### src/rtl/hazard_scoreboard.sv
// rtl/hazard_scoreboard.sv - RAW/branch hazard unit beside the ID stage
//
// Purpose: per-register pending-write countdown scoreboard for RAW detection,
// a branch-penalty counter that freezes/flushes fetch after a control
// instruction issues, and a saturating RAW-stall cycle counter.
//
// Ports:
//   clk, rst_n                 clock (rising edge), async active-low reset
//   id_valid                   ID holds a real instruction
//   id_rs1/id_rs1_used         source 1 index / actually read
//   id_rs2/id_rs2_used         source 2 index / actually read
//   id_wr_en/id_wr_reg         instruction writes id_wr_reg
//   id_is_ctrl                 branch/jump in ID
//   pc_write                   allow sequential PC advance
//   if_id_write/if_id_flush    IF/ID enable / bubble load
//   nop                        bubble into ID/EX
//   busy_mask                  bit r set while reg r is not yet readable
//   stall_cnt                  RAW-stall cycles since reset, saturating
module hazard_scoreboard #(
  parameter int NUM_REGS   = 8,
  parameter int REG_AW     = 3,
  parameter int WB_LAT     = 3,
  parameter int RF_BYPASS  = 1,
  parameter int BR_PENALTY = 2,
  parameter int STAT_W     = 16
) (
  input  logic                clk,
  input  logic                rst_n,
  input  logic                id_valid,
  input  logic [REG_AW-1:0]   id_rs1,
  input  logic                id_rs1_used,
  input  logic [REG_AW-1:0]   id_rs2,
  input  logic                id_rs2_used,
  input  logic                id_wr_en,
  input  logic [REG_AW-1:0]   id_wr_reg,
  input  logic                id_is_ctrl,
  output logic                pc_write,
  output logic                if_id_write,
  output logic                if_id_flush,
  output logic                nop,
  output logic [NUM_REGS-1:0] busy_mask,
  output logic [STAT_W-1:0]   stall_cnt
);

  localparam int CW    = $clog2(WB_LAT + 1);
  localparam int BW    = $clog2(BR_PENALTY + 1);
  localparam int IDX_N = 1 << REG_AW;

  logic [CW-1:0]     cnt_q [NUM_REGS];
  logic [CW-1:0]     cnt_d [NUM_REGS];
  logic [BW-1:0]     br_cnt_q, br_cnt_d;
  logic [STAT_W-1:0] stall_cnt_q, stall_cnt_d;

  logic [NUM_REGS-1:0] busy;
  logic [IDX_N-1:0]    busy_ext;
  logic                frz, raw, iss;

  // A register is busy while its countdown is above the bypass threshold:
  // with write-before-read the writeback cycle itself is already readable.
  always_comb begin
    for (int r = 0; r < NUM_REGS; r++) begin
      busy[r] = int'(cnt_q[r]) > RF_BYPASS;
    end
  end

  // Index space padded to 2**REG_AW so out-of-range sources read as not busy.
  always_comb begin
    busy_ext = '0;
    busy_ext[NUM_REGS-1:0] = busy;
  end

  always_comb begin
    frz = (br_cnt_q != '0);
    raw = id_valid & ~frz &
          ((id_rs1_used & busy_ext[id_rs1]) | (id_rs2_used & busy_ext[id_rs2]));
    iss = id_valid & ~frz & ~raw;
  end

  // Next state. The hazard check above uses pre-issue state, so an
  // instruction reading its own destination never stalls on itself.
  always_comb begin
    for (int r = 0; r < NUM_REGS; r++) begin
      cnt_d[r] = (cnt_q[r] != '0) ? cnt_q[r] - CW'(1) : cnt_q[r];
      // Issue load wins over the decrement (WAW reload); indices beyond
      // NUM_REGS never match, so they load nothing.
      if (iss && id_wr_en && (id_wr_reg == REG_AW'(r))) begin
        cnt_d[r] = CW'(WB_LAT);
      end
    end

    br_cnt_d = br_cnt_q;
    if (iss && id_is_ctrl) begin
      br_cnt_d = BW'(BR_PENALTY);
    end else if (br_cnt_q != '0) begin
      br_cnt_d = br_cnt_q - BW'(1);
    end

    stall_cnt_d = stall_cnt_q;
    if (raw && (stall_cnt_q != '1)) begin
      stall_cnt_d = stall_cnt_q + STAT_W'(1);
    end
  end

  always_ff @(posedge clk or negedge rst_n) begin
    if (!rst_n) begin
      for (int r = 0; r < NUM_REGS; r++) begin
        cnt_q[r] <= '0;
      end
      br_cnt_q    <= '0;
      stall_cnt_q <= '0;
    end else begin
      for (int r = 0; r < NUM_REGS; r++) begin
        cnt_q[r] <= cnt_d[r];
      end
      br_cnt_q    <= br_cnt_d;
      stall_cnt_q <= stall_cnt_d;
    end
  end

  // Outputs by priority: freeze, RAW stall, issuing control, normal.
  // Held reset forces a stalled, empty-looking pipeline immediately.
  always_comb begin
    pc_write    = 1'b1;
    if_id_write = 1'b1;
    if_id_flush = 1'b0;
    nop         = 1'b0;
    busy_mask   = busy;
    if (!rst_n) begin
      pc_write    = 1'b0;
      if_id_write = 1'b0;
      if_id_flush = 1'b0;
      nop         = 1'b1;
      busy_mask   = '0;
    end else if (frz) begin
      pc_write    = 1'b0;
      if_id_flush = 1'b1;
      nop         = 1'b1;
    end else if (raw) begin
      pc_write    = 1'b0;
      if_id_write = 1'b0;
      nop         = 1'b1;
    end else if (iss && id_is_ctrl) begin
      pc_write    = 1'b0;
      if_id_flush = 1'b1;
    end
  end

  assign stall_cnt = stall_cnt_q;

endmodule

### config.mk
export PLATFORM = sky130hd
export DESIGN_NAME = hazard_scoreboard
export DESIGN_NICKNAME = d
export VERILOG_FILES = /design/src/rtl/hazard_scoreboard.sv
export SDC_FILE = /design/constraint.sdc
export NUM_CORES = 1
export LEC_CHECK = 0
export ABC_CLOCK_PERIOD_IN_PS = 2700
export CAP_MARGIN = 20
export CORE_ASPECT_RATIO = 1.5
export CORE_UTILIZATION = 35
export DETAILED_ROUTE_END_ITERATION = 6
export SLEW_MARGIN = 20
export SYNTH_ARGS = -nofsm -noshare
export SYNTH_HDL_FRONTEND = slang
export SYNTH_SLANG_ARGS = --single-unit
### constraint.sdc
create_clock -name clk -period 2.7 [get_ports clk]
set_input_delay 0.81 -clock clk [delete_from_list [all_inputs] [get_ports clk]]
set_output_delay 0.81 -clock clk [all_outputs]
set_load 0.05 [all_outputs]
## Word level (Yosys, flattened, before mapping)

Index checks and enable logic that the tools add are counted.

- Reductions and logical operators: 30
- Bitwise logic cells: 8
- Add/subtract/negate cells: 10
- Muxes and demuxes: 37
- Order comparisons: 10
- Eq/ne operators: 8

Operators by type and width:

| cell | number |
|---|---|
| $mux W2 | 18 |
| $reduce_bool A2 Y1 | 18 |
| $sub A2 B1 Y2 const B | 9 |
| $add A16 B1 Y16 const B | 1 |
| $gt A2 B1 Y1 const B | 8 |
| $mux W1 | 16 |
| $ne A16 B16 Y1 const B | 1 |
| $eq A3 B3 Y1 const B | 4 |
| $logic_and A1 B1 Y1 | 11 |
| $lt A3 B4 Y1 const B | 2 |
| $mux W8 | 1 |
| $bmux W1 S3 | 2 |
| $eq A3 B2 Y1 const B | 2 |
| $and A1 B1 Y1 | 5 |
| $eq A3 B1 Y1 const B | 1 |
| $logic_not A3 Y1 | 1 |
| $not A1 Y1 | 2 |
| $or A1 B1 Y1 | 1 |

- Output and inout port bits: 28
- Register bits: 34
- Input bits: 16

## Longest topological paths before layout

- Word-level depth: 13
- Depth in mapped cells: 10
- Mapped depth without buffers: 8

## Least setup slack after synthesis

OpenSTA, ideal clock, no wires.

- Path type: in2out
- Start: input id_rs1[0]
- End: output if_id_flush
- Path slack: -0.387 ns
- Arrival time: 2.277 ns
- Data required time: 1.890 ns
- Stages on the path: 5
- Path through: mux4_1 -> nand3b_2 -> nand4_4 -> o21ai_1 -> and2_1

- Longest elaborated chain between the ends: 12

Ends and longest elaborated chain:

| what | line | source |
|---|---|---|
| start, declared | 30 | `input logic [REG_AW-1:0] id_rs1,` |
| $bmux W1 S3 (*) | 75 | `((id_rs1_used & busy_ext[id_rs1]) \| (id_rs2_used & busy_ext[id_rs2]));` |
| $mux W1 (not written as such) (*) | 75 |  |
| $and A1 B1 Y1 (*) | 75 |  |
| $or A1 B1 Y1 (*) | 75 |  |
| $and A1 B1 Y1 (*) | 74 | `raw = id_valid & ~frz &` |
| $not A1 Y1 | 76 | `iss = id_valid & ~frz & ~raw;` |
| $and A1 B1 Y1 | 76 |  |
| $logic_and A1 B1 Y1 | 142 | `end else if (iss && id_is_ctrl) begin` |
| $mux W1 | 142 |  |
| $mux W1 (*) | 138 | `end else if (raw) begin` |
| $mux W1 (*) | 134 | `end else if (frz) begin` |
| $mux W1 (*) | 128 | `if (!rst_n) begin` |
| end, declared | 39 | `output logic if_id_flush,` |

Mark *: on every way between the ends. The rest lies on a longest branch, timed or not. The select of a mux whose other input is x is not followed.

## Worst setup path after layout

- Start: register cnt_q[9] (netlist bit)
- End: output pc_write

- Longest elaborated chain between the ends: 13
- Elaborated cells on any way between the ends: 16
- Those cells by class: order compare: 1; mux: 8; bitwise: 6; reduce/logical: 1

Ends and longest elaborated chain:

| what | line | source |
|---|---|---|
| start, declared | 49 | `logic [CW-1:0] cnt_q [NUM_REGS];` |
| start signal, assigned by index | 113 | `cnt_q[r] <= cnt_d[r];` |
| $gt A2 B1 Y1 (*) | 62 | `busy[r] = int'(cnt_q[r]) > RF_BYPASS;` |
| $bmux W1 S3 | 75 |  |
| $mux W1 (not written as such) | 75 |  |
| $and A1 B1 Y1 | 75 |  |
| $or A1 B1 Y1 (*) | 75 |  |
| $and A1 B1 Y1 (*) | 74 |  |
| $not A1 Y1 | 76 |  |
| $and A1 B1 Y1 | 76 |  |
| $logic_and A1 B1 Y1 | 142 |  |
| $mux W1 | 142 |  |
| $mux W1 (*) | 138 |  |
| $mux W1 (*) | 134 |  |
| $mux W1 (*) | 128 |  |
| end, declared | 37 | `output logic pc_write,` |

Marks and branches as above.

==> impl_metrics.env <==
export IMPL_final_area_mm2=0.003282
export IMPL_violations="negative setup slack"
export IMPL_dieWidth_um=66.90
export IMPL_critical_path_required_ns=1.89
export IMPL_dp_worst_setup_slack_ns=-0.7855
export IMPL_grt_max_degree=20
export IMPL_grt_pass1_wl_mm=8.583
export IMPL_critPathLaunchType="register"
export IMPL_drt_initial_drc_count=27
export IMPL_power_frac_seq_pct=24.8
export IMPL_gp_congestion=0.7711
export IMPL_synth_top_area_share_pct=38.48
export IMPL_worstReg2RegEnd="stall_cnt[1]$_DFFE_PN0P_"
export IMPL_postRouteAntennaNets=0
export IMPL_max_slew_margin_rel_pct=66.02
export IMPL_antenna_found_initial=0
export IMPL_cts_tree="done"
export IMPL_cts_hold_buffers=0
export IMPL_rsz0062_at_grt="true"
export IMPL_synth_area_mm2=0.002211
export IMPL_viasPerCell=4.883
export IMPL_core_mm2=0.006131
export IMPL_netlist_instances=216
export IMPL_ys_ff_latch=34
export IMPL_wire_per_inst_um=13.24
export IMPL_nets=335
export IMPL_p_sw_w=0.001312
export IMPL_cts_htree_levels=2
export IMPL_synth_area_leaders="dfrtp_1 38%, ha_1 10%, xor2_1 7.1%"
export IMPL_final_layout_size_suffix_gt1_share_pct=33.44
export IMPL_layout_setup_ws_ns=-0.3124
export IMPL_synth_edff_count=0
export IMPL_max_freq_ghz=0.3320
export IMPL_cts_root_buf="clkbuf_8"
export IMPL_num_vias=1836
export IMPL_pin_count=44
export IMPL_start_util_pct=36.06
export IMPL_p_per_area_mw_per_mm2=1009
export IMPL_clock_sinks=34
export IMPL_yosysUniqueCellTypes=41
export IMPL_port_buffers=43
export IMPL_totalWireLength_mm=4.979
export IMPL_avgSynthCellArea_um2=10.24
export IMPL_r2r_slack_ns=0.25
export IMPL_synthTopCellsByCount="34 x dfrtp_1, 27 x nand2_1, 20 x inv_1"
export IMPL_reg2reg_depth=9
export IMPL_cp_end_kind="primary output"
export IMPL_area_growth_pct=48.44
export IMPL_clk_pin_slew_ns=0.07
export IMPL_clockBufferDepth=2
export IMPL_remaining_drc_errors=0
export IMPL_hpwl_mm=3.847
export IMPL_tightest_slew_ns=0.5081
export IMPL_grtUsageTotal_pct=17.10
export IMPL_cts_buffers=5
export IMPL_worst_ir_drop_vdd_mv=0.6643
export IMPL_dieArea_mm2=0.006645
export IMPL_synthFlopType="dfrtp_1"
export IMPL_final_setup_tns_ns=-1.135
export IMPL_crit_type="reg2out"
export IMPL_slew_viol_final=0
export IMPL_syn_nets=250
export IMPL_yosys_warnings=0
export IMPL_worstHoldPathType="in2async"
export IMPL_clockPowerShare_pct=11.7
export IMPL_crit_arrival_ns=2.20
export IMPL_p_leak_nw=1.584
export IMPL_clock_latency_ns=0.29
export IMPL_power_internal_w=0.001998
export IMPL_period_needed_ns=3.012
export IMPL_rows=35
export IMPL_gr_total_overflow=0
export IMPL_switching_share_pct=39.64
export IMPL_place_area_mm2=0.003095
export IMPL_cp_max_fo=4
export IMPL_status="complete, but fails checks"
export IMPL_yosysTopAreaCell="dfrtp_1"
export IMPL_setup_viol=4
export IMPL_async_flop_share_pct=100.0
export IMPL_regToRegStartpoint="cnt_q[10]$_DFFE_PN0P_"
export IMPL_hold_viol=0
export IMPL_fin_worst_skew_ns=0.007050
export IMPL_ys_seq_area_share_pct=38.48
export IMPL_grt_pass1_vias=1903
export IMPL_finalCritPeriodShare_pct=111.6
export IMPL_diodes=0
export IMPL_first_pass_iters=4
export IMPL_combPwrFrac_pct=63.5
export IMPL_cap_violations=0
export IMPL_yosysMostFrequentCell="dfrtp_1"
export IMPL_finalCoreUtilization_pct=53.53
export IMPL_die_y_um=99.34
[worst max path at each step]
| stage | startpoint | to | slack [ns] | cells past startpoint |
|---|---|---|---|---|
| after global routing | cnt_q[15]$_DFFE_PN0P_ | pc_write | -0.43 | 9 |
| after detailed placement | id_rs2[0] | pc_write | -0.79 | 7 |
| after global placement | id_rs2[0] | pc_write | -0.76 | 7 |
| after floorplan | id_rs2[0] | pc_write | -0.13 | 5 |
| after CTS | cnt_q[9]$_DFFE_PN0P_ | pc_write | -0.34 | 9 |
| final | cnt_q[9]$_DFFE_PN0P_ | pc_write | -0.31 | 9 |
[area by class of cell]
type                       instances  area (um2)
clock buffer                       7       86.33
timing repair buffer              83       827.0
sequential                        34       850.8
clock inverter                     1       5.005
tap                               74       92.59
inverter                          20       75.07
multi-input combinational        157        1345
fill                             582        2849
[placed cells by master (no fill, tap or decap), types with 3 or more instances in the layout]
cell             synthesis  routed
buf_4                    0      41
dfrtp_1                 34      34
nand2_1                 27      27
clkdlybuf4s50_1          0      26
xor2_1                  18      18
inv_1                   20      16
ha_1                    18      14
buf_12                   0      11
nand3_1                 12      10
nor3_1                  10      10
and2_1                  11       9
nand4_1                  8       8
mux2_2                   6       6
clkbuf_8                 0       6
nor2b_1                  7       5
inv_2                    0       4
mux4_2                   1       4
ha_4                     0       4
nor2b_4                  2       3
xnor2_1                  3       3
nor4_1                   3       3
[routing by layer]
| metal | up-vias | global-route usage (%) | share of wire (%) |
|---|---|---|---|
| li1 | 905 | - | - |
| met1 | 888 | 18.73 | 40 |
| met2 | 36 | 31.39 | 54 |
| met3 | 7 | 3.440 | 4.7 |
| met4 | 0 | 6.219 | 1.3 |
| met5 | - | 0 | 0 |
[flip-flops by register name (all words and copies together), names as in the netlist]
signal	cells
cnt_q	16
stall_cnt	16
br_cnt_q	2
[power groups by stage]
stage	registers [W]	clock network [W]	logic (W)
2_1_floorplan	0.000871	0	0.00115
3_3_place_gp	0.000806	0	0.00196
3_5_place_dp	0.000808	0	0.00200
4_1_cts	0.000819	0.000402	0.00211
5_1_grt	0.000846	0.000424	0.00232
6_report	0.000819	0.000388	0.00210
[stage by stage]
stage,hold WS [ns],cells,total power [W]
after global routing,0.4548,376,0.003591
after floorplan,0.4465,216,0.002023
final,0.4371,376,0.003310
after global placement,0.4733,362,0.002765
after CTS,0.4438,374,0.003332
after detailed placement,0.4742,362,0.002808
[critical path, stage by stage (launching register included)]
cell	delay (ns)
dfrtp_1	0.40
inv_2	0.08
ha_4	0.13
nor2b_4	0.04
mux4_2	0.46
nand3b_1	0.17
nand4_4	0.15
o21ai_1	0.15
and3_4	0.20
buf_12	0.13
[kinds of logic after synthesis]
kind of cell	after synthesis	share of synthesized area, %
adders and majority gates	18	10.19
muxes	13	9.281
buffers and inverters	25	4.697
DFF	34	38.48
and+or+nand+nor	98	26.37
AOI/OAI and AO/OA	6	1.924
xor gates and xnor gates	22	9.055
[timing repair]
item | CTS | global route
pin swaps | 4 | 1
setup buffers | 4 | 2
resized for setup | 27 | 1
endpoints found under the setup margin | 8 | 4
No activity file was read; power rests on OpenSTA's default activity.
